## config.mk

```make
export PLATFORM = sky130hd
export DESIGN_NAME = management_wb_bridge_flat
export DESIGN_NICKNAME = d
export VERILOG_FILES = /design/src/rtl/management_wb_bridge_pkg.sv /design/src/rtl/management_wb_bridge_if.sv /design/src/rtl/management_wb_bridge.sv /design/src/flat_wrapper.sv
export SDC_FILE = /design/constraint.sdc
export NUM_CORES = 1
export LEC_CHECK = 0
export CORE_UTILIZATION = 44
export DETAILED_ROUTE_END_ITERATION = 16
export GPL_ROUTABILITY_DRIVEN = 1
export PLACE_DENSITY = 0.86
export SYNTH_ARGS = -nofsm -noshare
export SYNTH_HDL_FRONTEND = slang
export SYNTH_SLANG_ARGS = --single-unit
```

## constraint.sdc

```tcl
create_clock -name clk -period 2.4 [get_ports clk]
set_clock_uncertainty 0.1 [all_clocks]
set_input_delay 0.36 -clock clk [delete_from_list [all_inputs] [get_ports clk]]
set_output_delay 0.36 -clock clk [all_outputs]
set_load 0.02 [all_outputs]
```

## src/rtl/management_wb_bridge_pkg.sv

```systemverilog
// Shared definitions for the management-to-Wishbone bridge: FSM states,
// completion status codes and the byte-select default.
package management_wb_bridge_pkg;

  typedef enum logic [0:0] {
    ST_IDLE = 1'b0,
    ST_BUS  = 1'b1
  } state_t;

  localparam logic [1:0] STATUS_OK        = 2'd0;
  localparam logic [1:0] STATUS_BUS_ERROR = 2'd1;
  localparam logic [1:0] STATUS_TIMEOUT   = 2'd2;

  // A byteSelect of zero from the TAP means a full-word access.
  localparam logic [3:0] SEL_ALL = 4'hF;

endpackage

```

## src/rtl/management_wb_bridge_if.sv

```systemverilog
// Classic Wishbone B4 bus signals between the bridge (master) and the system bus (slave).
interface management_wb_bridge_if;

  logic        wb_cyc_o;
  logic        wb_stb_o;
  logic        wb_we_o;
  logic [3:0]  wb_sel_o;
  logic [31:0] wb_adr_o;
  logic [31:0] wb_data_o;
  logic [31:0] wb_data_i;
  logic        wb_ack_i;
  logic        wb_err_i;

  modport master (
    output wb_cyc_o, wb_stb_o, wb_we_o, wb_sel_o, wb_adr_o, wb_data_o,
    input  wb_data_i, wb_ack_i, wb_err_i
  );

  modport slave (
    input  wb_cyc_o, wb_stb_o, wb_we_o, wb_sel_o, wb_adr_o, wb_data_o,
    output wb_data_i, wb_ack_i, wb_err_i
  );

endinterface

```

## src/rtl/management_wb_bridge.sv

```systemverilog
// Turns single-cycle TAP management request pulses into one Wishbone cycle each,
// with bounded wait for ack/err, held read data and sticky status for polling.
//
// state    | meaning
// ---------+---------------------------------------------------------------
// ST_IDLE  | no cycle on the bus; a management_enable pulse starts one
// ST_BUS   | cyc/stb high, waiting for ack, err or the timeout count
module management_wb_bridge
  import management_wb_bridge_pkg::*;
#(
  parameter logic [31:0] BASE_ADDRESS    = 32'h3000_0000,
  parameter int unsigned TIMEOUT_CYCLES  = 255,
  parameter logic [31:0] ERROR_READ_DATA = 32'hFFFF_FFFF
) (
  input  logic        clk,
  input  logic        rst_n,
  input  logic        management_enable,
  input  logic        management_writeEnable,
  input  logic [3:0]  management_byteSelect,
  input  logic [19:0] management_address,
  input  logic [31:0] management_writeData,
  output logic [31:0] management_readData,
  output logic        management_busy,
  output logic [1:0]  management_status,
  output logic        management_dropped,
  input  logic        management_statusClear,
  management_wb_bridge_if.master wb
);

  localparam int CNT_W = (TIMEOUT_CYCLES == 0) ? 1 : $clog2(TIMEOUT_CYCLES + 1);
  localparam logic [CNT_W-1:0] CNT_LIMIT = CNT_W'(TIMEOUT_CYCLES);
  localparam logic [CNT_W-1:0] CNT_MAX   = '1;
  localparam logic [31:0] ADR_RESET = {BASE_ADDRESS[31:22], 22'b0};

  state_t           state, stateNext;
  logic [CNT_W-1:0] cnt, cntNext;
  logic             cyc, cycNext;
  logic             we, weNext;
  logic [3:0]       sel, selNext;
  logic [31:0]      adr, adrNext;
  logic [31:0]      dataOut, dataOutNext;
  logic [31:0]      readData, readDataNext;
  logic [1:0]       status, statusNext;
  logic             dropped, droppedNext;

  always_ff @(posedge clk or negedge rst_n) begin
    if (!rst_n) begin
      state    <= ST_IDLE;
      cnt      <= '0;
      cyc      <= 1'b0;
      we       <= 1'b0;
      sel      <= 4'h0;
      adr      <= ADR_RESET;
      dataOut  <= 32'h0;
      readData <= 32'h0;
      status   <= STATUS_OK;
      dropped  <= 1'b0;
    end else begin
      state    <= stateNext;
      cnt      <= cntNext;
      cyc      <= cycNext;
      we       <= weNext;
      sel      <= selNext;
      adr      <= adrNext;
      dataOut  <= dataOutNext;
      readData <= readDataNext;
      status   <= statusNext;
      dropped  <= droppedNext;
    end
  end

  always_comb begin
    stateNext    = state;
    cntNext      = cnt;
    cycNext      = cyc;
    weNext       = we;
    selNext      = sel;
    adrNext      = adr;
    dataOutNext  = dataOut;
    readDataNext = readData;
    statusNext   = status;
    droppedNext  = dropped;

    // Clear is applied first so a same-edge completion or drop overrides it.
    if (management_statusClear) begin
      droppedNext = 1'b0;
      statusNext  = STATUS_OK;
    end

    case (state)
      ST_IDLE: begin
        if (management_enable) begin
          stateNext   = ST_BUS;
          cntNext     = '0;
          cycNext     = 1'b1;
          weNext      = management_writeEnable;
          selNext     = (management_byteSelect == 4'h0) ? SEL_ALL : management_byteSelect;
          adrNext     = {BASE_ADDRESS[31:22], management_address, 2'b00};
          dataOutNext = management_writeEnable ? management_writeData : 32'h0;
        end
      end
      ST_BUS: begin
        if (management_enable) begin
          droppedNext = 1'b1;
        end
        if (wb.wb_err_i) begin
          stateNext  = ST_IDLE;
          cycNext    = 1'b0;
          statusNext = STATUS_BUS_ERROR;
          if (!we) readDataNext = ERROR_READ_DATA;
        end else if (wb.wb_ack_i) begin
          stateNext  = ST_IDLE;
          cycNext    = 1'b0;
          statusNext = STATUS_OK;
          if (!we) readDataNext = wb.wb_data_i;
        end else if ((TIMEOUT_CYCLES != 0) && (cnt == CNT_LIMIT)) begin
          stateNext  = ST_IDLE;
          cycNext    = 1'b0;
          statusNext = STATUS_TIMEOUT;
          if (!we) readDataNext = ERROR_READ_DATA;
        end else if (cnt != CNT_MAX) begin
          cntNext = cnt + 1'b1;
        end
      end
      default: begin
        stateNext = ST_IDLE;
        cycNext   = 1'b0;
      end
    endcase
  end

  assign wb.wb_cyc_o  = cyc;
  assign wb.wb_stb_o  = cyc;
  assign wb.wb_we_o   = we;
  assign wb.wb_sel_o  = sel;
  assign wb.wb_adr_o  = adr;
  assign wb.wb_data_o = dataOut;

  assign management_readData = readData;
  assign management_busy     = (state == ST_BUS);
  assign management_status   = status;
  assign management_dropped  = dropped;

endmodule

```

## src/flat_wrapper.sv

```systemverilog
// flat-port wrapper written by rule: the top's interface ports become plain ports
module management_wb_bridge_flat import management_wb_bridge_pkg::*;
#(
  parameter logic [31:0] BASE_ADDRESS    = 32'h3000_0000,
  parameter int unsigned TIMEOUT_CYCLES  = 255,
  parameter logic [31:0] ERROR_READ_DATA = 32'hFFFF_FFFF
)
  (clk, rst_n, management_enable, management_writeEnable, management_byteSelect, management_address, management_writeData, management_readData, management_busy, management_status, management_dropped, management_statusClear, wb_wb_cyc_o, wb_wb_stb_o, wb_wb_we_o, wb_wb_sel_o, wb_wb_adr_o, wb_wb_data_o, wb_wb_data_i, wb_wb_ack_i, wb_wb_err_i);
  management_wb_bridge_if wb_i ();
  input  logic clk;
  input  logic rst_n;
  input  logic management_enable;
  input  logic management_writeEnable;
  input  logic [3:0] management_byteSelect;
  input  logic [19:0] management_address;
  input  logic [31:0] management_writeData;
  output logic [31:0] management_readData;
  output logic management_busy;
  output logic [1:0] management_status;
  output logic management_dropped;
  input  logic management_statusClear;
  output wire logic [$bits(wb_i.wb_cyc_o)-1:0] wb_wb_cyc_o;
  output wire logic [$bits(wb_i.wb_stb_o)-1:0] wb_wb_stb_o;
  output wire logic [$bits(wb_i.wb_we_o)-1:0] wb_wb_we_o;
  output wire logic [$bits(wb_i.wb_sel_o)-1:0] wb_wb_sel_o;
  output wire logic [$bits(wb_i.wb_adr_o)-1:0] wb_wb_adr_o;
  output wire logic [$bits(wb_i.wb_data_o)-1:0] wb_wb_data_o;
  input wire logic [$bits(wb_i.wb_data_i)-1:0] wb_wb_data_i;
  input wire logic [$bits(wb_i.wb_ack_i)-1:0] wb_wb_ack_i;
  input wire logic [$bits(wb_i.wb_err_i)-1:0] wb_wb_err_i;
  assign wb_wb_cyc_o = wb_i.wb_cyc_o;
  assign wb_wb_stb_o = wb_i.wb_stb_o;
  assign wb_wb_we_o = wb_i.wb_we_o;
  assign wb_wb_sel_o = wb_i.wb_sel_o;
  assign wb_wb_adr_o = wb_i.wb_adr_o;
  assign wb_wb_data_o = wb_i.wb_data_o;
  assign wb_i.wb_data_i = wb_wb_data_i;
  assign wb_i.wb_ack_i = wb_wb_ack_i;
  assign wb_i.wb_err_i = wb_wb_err_i;
  management_wb_bridge #(.BASE_ADDRESS(BASE_ADDRESS), .TIMEOUT_CYCLES(TIMEOUT_CYCLES), .ERROR_READ_DATA(ERROR_READ_DATA)) u_core (.clk(clk), .rst_n(rst_n), .management_enable(management_enable), .management_writeEnable(management_writeEnable), .management_byteSelect(management_byteSelect), .management_address(management_address), .management_writeData(management_writeData), .management_readData(management_readData), .management_busy(management_busy), .management_status(management_status), .management_dropped(management_dropped), .management_statusClear(management_statusClear), .wb(wb_i));
endmodule
```

======== Word-level counts from Yosys, hierarchy flattened ========
Cells that the tools add are included.
word-level totals
  bits in registers ....................... 102
  input port bits ......................... 95
  output and inout bits ................... 107
  word-level logic and storage cells ...... 58
operators by class
  equal/unequal tests ..................... 9
  $add $sub $neg .......................... 1
  reduce and logical (&&, ||, !) cells .... 6
  muxes and demuxes ....................... 31
  bitwise logic cells ..................... 1
operator list
  operator             number
  $mux 32              6
  $mux 8               5
  $pmux 8 s2           1
  $mux 1               11
  $mux 2               5
  $ne 2x2->1 const B   5
  $add 8x1->8 const B  1
  $eq 8x8->1 const B   1
  $ne 8x8->1 const B   1
  $reduce_and 5->1     1
  $logic_not 4->1      1
  $mux 4               1
  $ne 4x4->1 const B   1
  $pmux 1 s2           2
  $reduce_and 2->1     2
  $ne 3x3->1 const B   1
  $reduce_and 3->1     1
  $reduce_bool 3->1    1
  $not 1->1            1

======== Longest topological paths before layout ========
Gate-level depths: netlist of run 1.
  word-level depth ........................ 6
  mapped depth ............................ 7
  depth with buffers taken out ............ 5

======== Least setup slack after synthesis of run 1 ========
Ideal clock, no wire load.
  path type ............................... register to register
  start ................................... register u_core.cnt[0]
  end ..................................... register u_core.readData[10] (netlist: u_core.management_readData[10])
  buffers on the path ..................... 2
  slack ................................... 785 ps
  clock period less this slack ............ 1,615 ps
  data required time ...................... 2,179 ps
  stages on the path, launching flop included .. 8
  data arrival time ....................... 1,394 ps
  cell sequence ........................... dfrtp_1 > ha_1 > nand3_4 > o21ai_2 > and3_4 > buf_8 > buf_12 > o22a_1
between the ends
  cells in the longest elaborated chain, start to end .. 3
ends and longest elaborated chain
  what                         line                         source
  from (decl)                  management_wb_bridge.sv:36   logic [CNT_W-1:0] cnt, cntNext;
  from (signal assigned)       management_wb_bridge.sv:60   cnt <= cntNext;
  $eq 8x8->1                   management_wb_bridge.sv:116  end else if ((TIMEOUT_CYCLES != 0) && (cnt == CNT_LIMIT)) begin
  $reduce_bool 3->1 (no line)  n/a
  $reduce_and 3->1 (no line)   n/a
  to (signal assigned)         management_wb_bridge.sv:66   readData <= readDataNext;
  to (decl)                    management_wb_bridge.sv:42   logic [31:0] readData, readDataNext;
Every way passes these cells.
A chain may end at the register's enable or synchronous reset.

======== Final worst setup path of run 1 ========
  start ................................... register u_core.we (netlist: u_core.wb.wb_we_o)
  end ..................................... output wb_wb_we_o
RTL lines
  what                    line                        source
  from (decl)             management_wb_bridge.sv:38  logic we, weNext;
  from (signal assigned)  management_wb_bridge.sv:62  we <= weNext;
  to (decl)               flat_wrapper.sv:24          output wire logic [$bits(wb_i.wb_we_o)-1:0] wb_wb_we_o;
No word-level cell between the ends.

==> results of run 1 <==
-- area by class of cell --
class	count	share of cell area (%)
multi-input combinational	234	22.4
tap	129	2.55
clock inverter	6	0.733
sequential	102	40.4
inverter	4	0.238
timing repair buffer	199	31.5
clock buffer	10	2.18
-- worst paths after layout --
path | from | to | slack, ns
max in group asynchronous | rst_n | u_core.wb.wb_adr_o[12] | 1.12
worst max-delay path | u_core.wb.wb_we_o | wb_wb_we_o | 0.51
worst max register to register | u_core.cnt[0] | u_core.management_readData[27] | 0.65
worst min register to register | u_core.wb.wb_data_o[25] | u_core.wb.wb_data_o[25] | 0.38
worst min-delay path | u_core.wb.wb_data_o[25] | u_core.wb.wb_data_o[25] | 0.38
min in group asynchronous | rst_n | u_core.management_readData[11] | 0.42
-- what timing repair did --
action | CTS | global route
resized for setup | 0 | 0
endpoints found under the hold margin | 35 | 0
endpoints found under the setup margin | 0 | 0
hold buffers | 1 | 0
-- registers in the layout, indices dropped and copies added, names as in the netlist --
signal / flops
u_core.cnt: 8
u_core.management_status: 2
u_core.wb.wb_adr_o: 20
u_core.wb.wb_sel_o: 4
u_core.wb.wb_we_o: 1
u_core.management_dropped: 1
u_core.wb.wb_data_o: 32
u_core.management_busy: 1
u_core.wb.wb_cyc_o: 1
u_core.management_readData: 32
-- cell families after synthesis --
logic type                 synth area share [%]
buffers and inverters                      6.48
AOI/OAI and AO/OA                          14.1
other                                     0.179
and+or+nand+nor                            12.2
muxes                                      5.88
adders and majority gates                 0.298
DFF                                        60.9
-- power groups by stage --
stage | combinational [W] | sequential (W) | clock [W]
6_report | 0.00157 | 0.00217 | 0.00100
5_1_grt | 0.00168 | 0.00221 | 0.00112
4_1_cts | 0.00159 | 0.00218 | 0.00104
3_5_place_dp | 0.00158 | 0.00221 | 0
3_3_place_gp | 0.00155 | 0.00220 | 0
2_1_floorplan | 0.000392 | 0.00255 | 0
-- stage by stage --
step	hold slack, ns	power, W
floorplan	-0.0356	0.00294
global placement	0.243	0.00375
detailed placement	0.251	0.00379
CTS	0.391	0.00480
global route	0.416	0.00501
finish	0.382	0.00475
-- cell usage after synthesis (all sizes together), types with 2 or more instances --
master / number / area (µm²)
nor2: 7 / 28.8
o211ai: 2 / 15.0
nand3: 10 / 62.6
nor3: 5 / 25.0
o21ai: 41 / 209
buf: 26 / 215
or3: 3 / 20.0
conb: 2 / 7.51
dfrtp: 102 / 2550
o22a: 31 / 272
mux2: 21 / 236
a21oi: 4 / 20.0
nand2b: 2 / 12.5
nand2: 78 / 293
nand3b: 3 / 22.5
a22oi: 2 / 15.0
clkbuf: 11 / 41.3
inv: 4 / 15.0
-- layer usage --
layer / vias to the layer above / routed length [µm] / GRT usage [%]
met3: 10 / 729 / 5.83
li1: 1607 / - / -
met5: - / 0 / 0
met4: 0 / 136 / 7.35
met2: 139 / 4980 / 36.0
met1: 1614 / 4230 / 25.2
-- worst register-to-register path, cell delays in order, from the launching register on --
cell	delay (ns)
dfrtp_1	0.41
ha_1	0.23
nand3_4	0.13
o21ai_2	0.19
and3_4	0.41
o22a_1	0.22
==> results.sh, run 1 <==
export IMPL_crit_type="register to output pin"
export IMPL_nets=646
export IMPL_place_congestion=0.770
export IMPL_syn_inst=367
export IMPL_crit_buf_inv=1
export IMPL_wire_per_inst_um=14.7
export IMPL_antenna_left=0
export IMPL_numCtsBuffers=9
export IMPL_postPlaceCellArea_um2=6120
export IMPL_start_util_pct=45.4
export IMPL_fin_ws_ns=0.514
export IMPL_max_freq_ghz=0.530
export IMPL_clk_latency_ns=0.34
export IMPL_arrival_ns=1.43
export IMPL_fin_area_um2=6320
export IMPL_worst_pin_slew_ns=0.520
export IMPL_period_needed_ns=1.89
export IMPL_cts_root_buffer="clkbuf_8"
export IMPL_vias=3370
export IMPL_ys_types=39
export IMPL_path_cells="clkdlybuf4s50_1"
export IMPL_ys_warn_count=0
export IMPL_pwr_share_seq_pct=45.8
export IMPL_ios=202
export IMPL_grt_pass1_vias=3436
export IMPL_cts_htree_levels=3
export IMPL_die_y_um=99.6
export IMPL_synthToLayoutAreaGrowth_pct=50.7
export IMPL_postSynthAreaPerCell_um2=11.4
export IMPL_clock_path_buffers=2
export IMPL_cp_start_kind="register"
export IMPL_grt_max_degree=52
export IMPL_synth_edf_count=0
export IMPL_drt_wl_total_um=10100
export IMPL_tritoncts="yes"
export IMPL_slew_violations=0
export IMPL_gr_total_overflow=0
export IMPL_cp_max_fo=5
export IMPL_required_ns=1.94
export IMPL_drt_iter0_drc=130
export IMPL_postSynth_asyncResetShare_pct=100
export IMPL_die_x_um=99.6
export IMPL_vias_per_cell=4.93
export IMPL_endpoint_kind="output pin"
export IMPL_crit_family="buffers and inverters"
export IMPL_final_common_cell="clkdlybuf4s50_1"
export IMPL_swShare_pct=31.9
export IMPL_fillers=715
export IMPL_rows=35
export IMPL_dieArea_um2=9920
export IMPL_cp_depth=1
export IMPL_final_cell_count_no_fill=684
export IMPL_slew_headroom_pct=65.3
export IMPL_antenna_cells=0
export IMPL_rsz0062_at_grt="no"
export IMPL_route_detailed_drc=0
export IMPL_layout_common_cells="188 x clkdlybuf4s50_1, 102 x dfrtp_1, 78 x nand2_1"
export IMPL_power_share_combinational_pct=33.1
export IMPL_place_inst=667
export IMPL_p_leak_nw=2.61
export IMPL_io_buffers=189
export IMPL_critPathMaxStageDelay_ns=0.64
export IMPL_clock_power_share_pct=21.1
export IMPL_period_share_pct=78.6
export IMPL_synth_seq_cells=102
export IMPL_cts_setup_buffers=0
export IMPL_pre_cts_ws_ns=0.418
export IMPL_reg2reg_depth=5
export IMPL_ys_flop_type="dfrtp_1"
export IMPL_core_area_um2=9240
export IMPL_p_switching_w=0.00151
export IMPL_cts_sink_count=102
export IMPL_worstHoldPathCells=2
export IMPL_hp_class="register to register"
export IMPL_hold_violations=0
export IMPL_yosysSeqAreaShare_pct=60.9
export IMPL_ir_drop_mv=0.389
export IMPL_synthesis_area_um2=4190
export IMPL_drtPass1Iterations=4
export IMPL_hpwl_um=7440
export IMPL_status="completed"
export IMPL_critPathSlowestCell="clkdlybuf4s50_1"
export IMPL_power_density_nw_per_um2=751
export IMPL_grt_antenna_before_repair=0
export IMPL_clkTransAtPathRegs_ns=0.10
export IMPL_maxCapViolCount=0
export IMPL_p_int_w=0.00323
export IMPL_tns_ns=0
export IMPL_fin_util_pct=68.4
export IMPL_setup_viol_count_final=0
export IMPL_layout_area_seq_um2=2550
export IMPL_grtUsageTotal_pct=20.9
export IMPL_drive_gt1_share_pct=9.91
export IMPL_multiInputGateArea_um2=1410
export IMPL_grt_pass1_wl_um=16200
No activity file was read; power rests on OpenSTA's default activity.
==> inputs of run 2 (changes only) <==
CORE_UTILIZATION = 37   (was 44)
PLACE_DENSITY = 0.77   (was 0.86)
clock period = 1.7 ns   (was 2.4 ns; I/O delays follow)
==> run 2 against run 1 <==
Effect of this change: final cell count is 3.1% higher; clock power is 120% higher; global-route usage is 3.3 points lower; worst hold slack worse by 0.011 ns; register-to-register slack worse by 0.61 ns; utilization is 6.9 points lower; via count is 0.24% lower.
==> results.sh, run 2 (synthesis results as in run 1) <==
export IMPL_route_detailed_drc=0
export IMPL_grtUsageTotal_pct=17.6
export IMPL_period_share_pct=98.3
export IMPL_fin_ws_ns=0.0294
export IMPL_io_buffers=189
export IMPL_maxCapViolCount=0
export IMPL_drt_wl_total_um=10500
export IMPL_fin_area_um2=6720
export IMPL_period_needed_ns=1.67
export IMPL_endpoint_kind="output pin"
export IMPL_ir_drop_mv=0.573
export IMPL_tritoncts="yes"
export IMPL_cp_max_fo=2
export IMPL_cp_start_kind="register"
export IMPL_final_common_cell="clkdlybuf4s50_1"
export IMPL_vias_per_cell=4.77
export IMPL_required_ns=1.34
export IMPL_clock_path_buffers=2
export IMPL_core_area_um2=10900
export IMPL_crit_buf_inv=1
export IMPL_drive_gt1_share_pct=11.9
export IMPL_cts_root_buffer="clkbuf_16"
export IMPL_hpwl_um=7600
export IMPL_grt_use_met3_pct=4.88
export IMPL_rsz0062_at_grt="yes"
export IMPL_nets=656
export IMPL_r2r_slack_ns=0.04
export IMPL_grt_pass1_wl_um=16100
export IMPL_hp_class="input pin to register"
export IMPL_p_leak_nw=3.01
export IMPL_r2r_end="u_core.cnt[6]"
export IMPL_vias=3362
export IMPL_antenna_left=0
export IMPL_clk_latency_ns=0.33
export IMPL_crit_type="register to output pin"
export IMPL_layout_common_cells="157 x clkdlybuf4s50_1, 102 x dfrtp_1, 78 x nand2_1"
export IMPL_place_congestion=0.810
export IMPL_path_cells="clkdlybuf4s50_1"
export IMPL_antenna_cells=0
export IMPL_worstHoldPathCells=3
export IMPL_die_y_um=108
export IMPL_critPathMaxStageDelay_ns=0.63
export IMPL_die_x_um=108
export IMPL_grt_antenna_before_repair=0
export IMPL_hold_end="u_core.wb.wb_data_o[19]"
export IMPL_grt_use_met2_pct=30.0
export IMPL_critPathSlowestCell="clkdlybuf4s50_1"
export IMPL_status="completed"
export IMPL_gr_total_overflow=0
export IMPL_crit_family="buffers and inverters"
export IMPL_postPlaceCellArea_um2=6280
export IMPL_wire_per_inst_um=14.9
export IMPL_worst_pin_slew_ns=0.561
export IMPL_numCtsBuffers=9
export IMPL_start_util_pct=38.3
export IMPL_setup_viol_count_final=0
export IMPL_timing_rr_start="u_core.cnt[0]"
export IMPL_arrival_ns=1.32
export IMPL_drtPass1Iterations=4
export IMPL_grt_max_degree=103
export IMPL_busiest_layer="met2"
export IMPL_cts_htree_levels=3
export IMPL_ios=202
export IMPL_rows=38
export IMPL_pre_cts_ws_ns=-0.0775
export IMPL_grt_pass1_vias=3399
export IMPL_cts_sink_count=102
export IMPL_min_from="management_writeData[19]"
export IMPL_synthToLayoutAreaGrowth_pct=60.2
export IMPL_reg2reg_depth=6
export IMPL_drt_iter0_drc=144
export IMPL_hold_violations=0
export IMPL_clkTransAtPathRegs_ns=0.07
export IMPL_slew_headroom_pct=62.6
export IMPL_max_freq_ghz=0.599
export IMPL_dieArea_um2=11800
export IMPL_slew_violations=0
export IMPL_grt_met1_usage_pct=21.3
export IMPL_power_density_nw_per_um2=1130
export IMPL_cp_depth=1
[run 2: changes by cell type in the layout (fill, tap and decap cells not counted), sizes merged]
cell	change
clkinvlp	-1
buf	+10
clkbuf	+1
inv	-1
bufinv	+2
dlygate4sd2	+5
clkdlybuf4s50	-31
clkinv	-1
dlymetal6s2s	+26
[run 2: worst reg2reg max path: stages (launching register included)]
cell	delay, ns
dfrtp_1	0.44
ha_4	0.18
nand3_4	0.10
o211ai_1	0.31
buf_4	0.21
a21oi_2	0.04
a31o_1	0.18
[run 2: how the worst max path moves through the flow]
stage / startpoint / end / slack [ns]
floorplan: u_core.cnt[0] / u_core.management_readData[10] / 0.08
global placement: wb_wb_ack_i / u_core.cnt[3] / -0.05
detailed placement: wb_wb_ack_i / u_core.management_readData[15] / -0.08
CTS: u_core.wb.wb_sel_o[3] / wb_wb_sel_o[3] / 0.002
global route: u_core.cnt[0] / u_core.cnt[6] / -0.04
finish: u_core.wb.wb_data_o[16] / wb_wb_data_o[16] / 0.03
[run 2: what timing repair did]
item | 4_1_cts | 5_1_grt
endpoints found under the hold margin | 102 | 0
setup endpoints to repair | 7 | 61
buffers inserted | 0 | 2
pin swaps | 1 | 2
cloned | 0 | 1
hold buffers | 1 | 0
gates resized for setup | 5 | 30
[run 2: final cells by class]
class | instances | area, µm²
Timing Repair Buffer | 209 | 2210
Fill cell | 875 | 4220
Clock buffer | 11 | 253
Inverter | 4 | 15.0
Tap cell | 140 | 175
Clock inverter | 5 | 81.3
Multi-Input combinational cell | 234 | 1430
Sequential cell | 102 | 2550
[run 2: power by group]
part | switching [W] | internal (W)
Combinational | 0.00109 | 0.00117
Clock | 0.000861 | 0.00137
Sequential | 0.000234 | 0.00283
[run 2: routing by layer]
layer	vias to the layer above	part of all wire, %
met4	0	1.4
li1	1637	-
met2	127	49
met3	13	8.3
met5	-	0
met1	1585	42
[run 2: stage by stage]
step	total power (W)	TNS [ns]	hold slack, ns	utilization (%)	cells
2_1_floorplan	0.00415	0	-0.141	-	377
3_3_place_gp	0.00535	-0.529	0.258	57.4	685
3_5_place_dp	0.00542	-2.34	0.272	57.4	685
4_1_cts	0.00767	0	0.364	60.5	702
5_1_grt	0.00793	-0.0646	0.386	61.4	705
6_report	0.00756	0	0.372	61.4	705
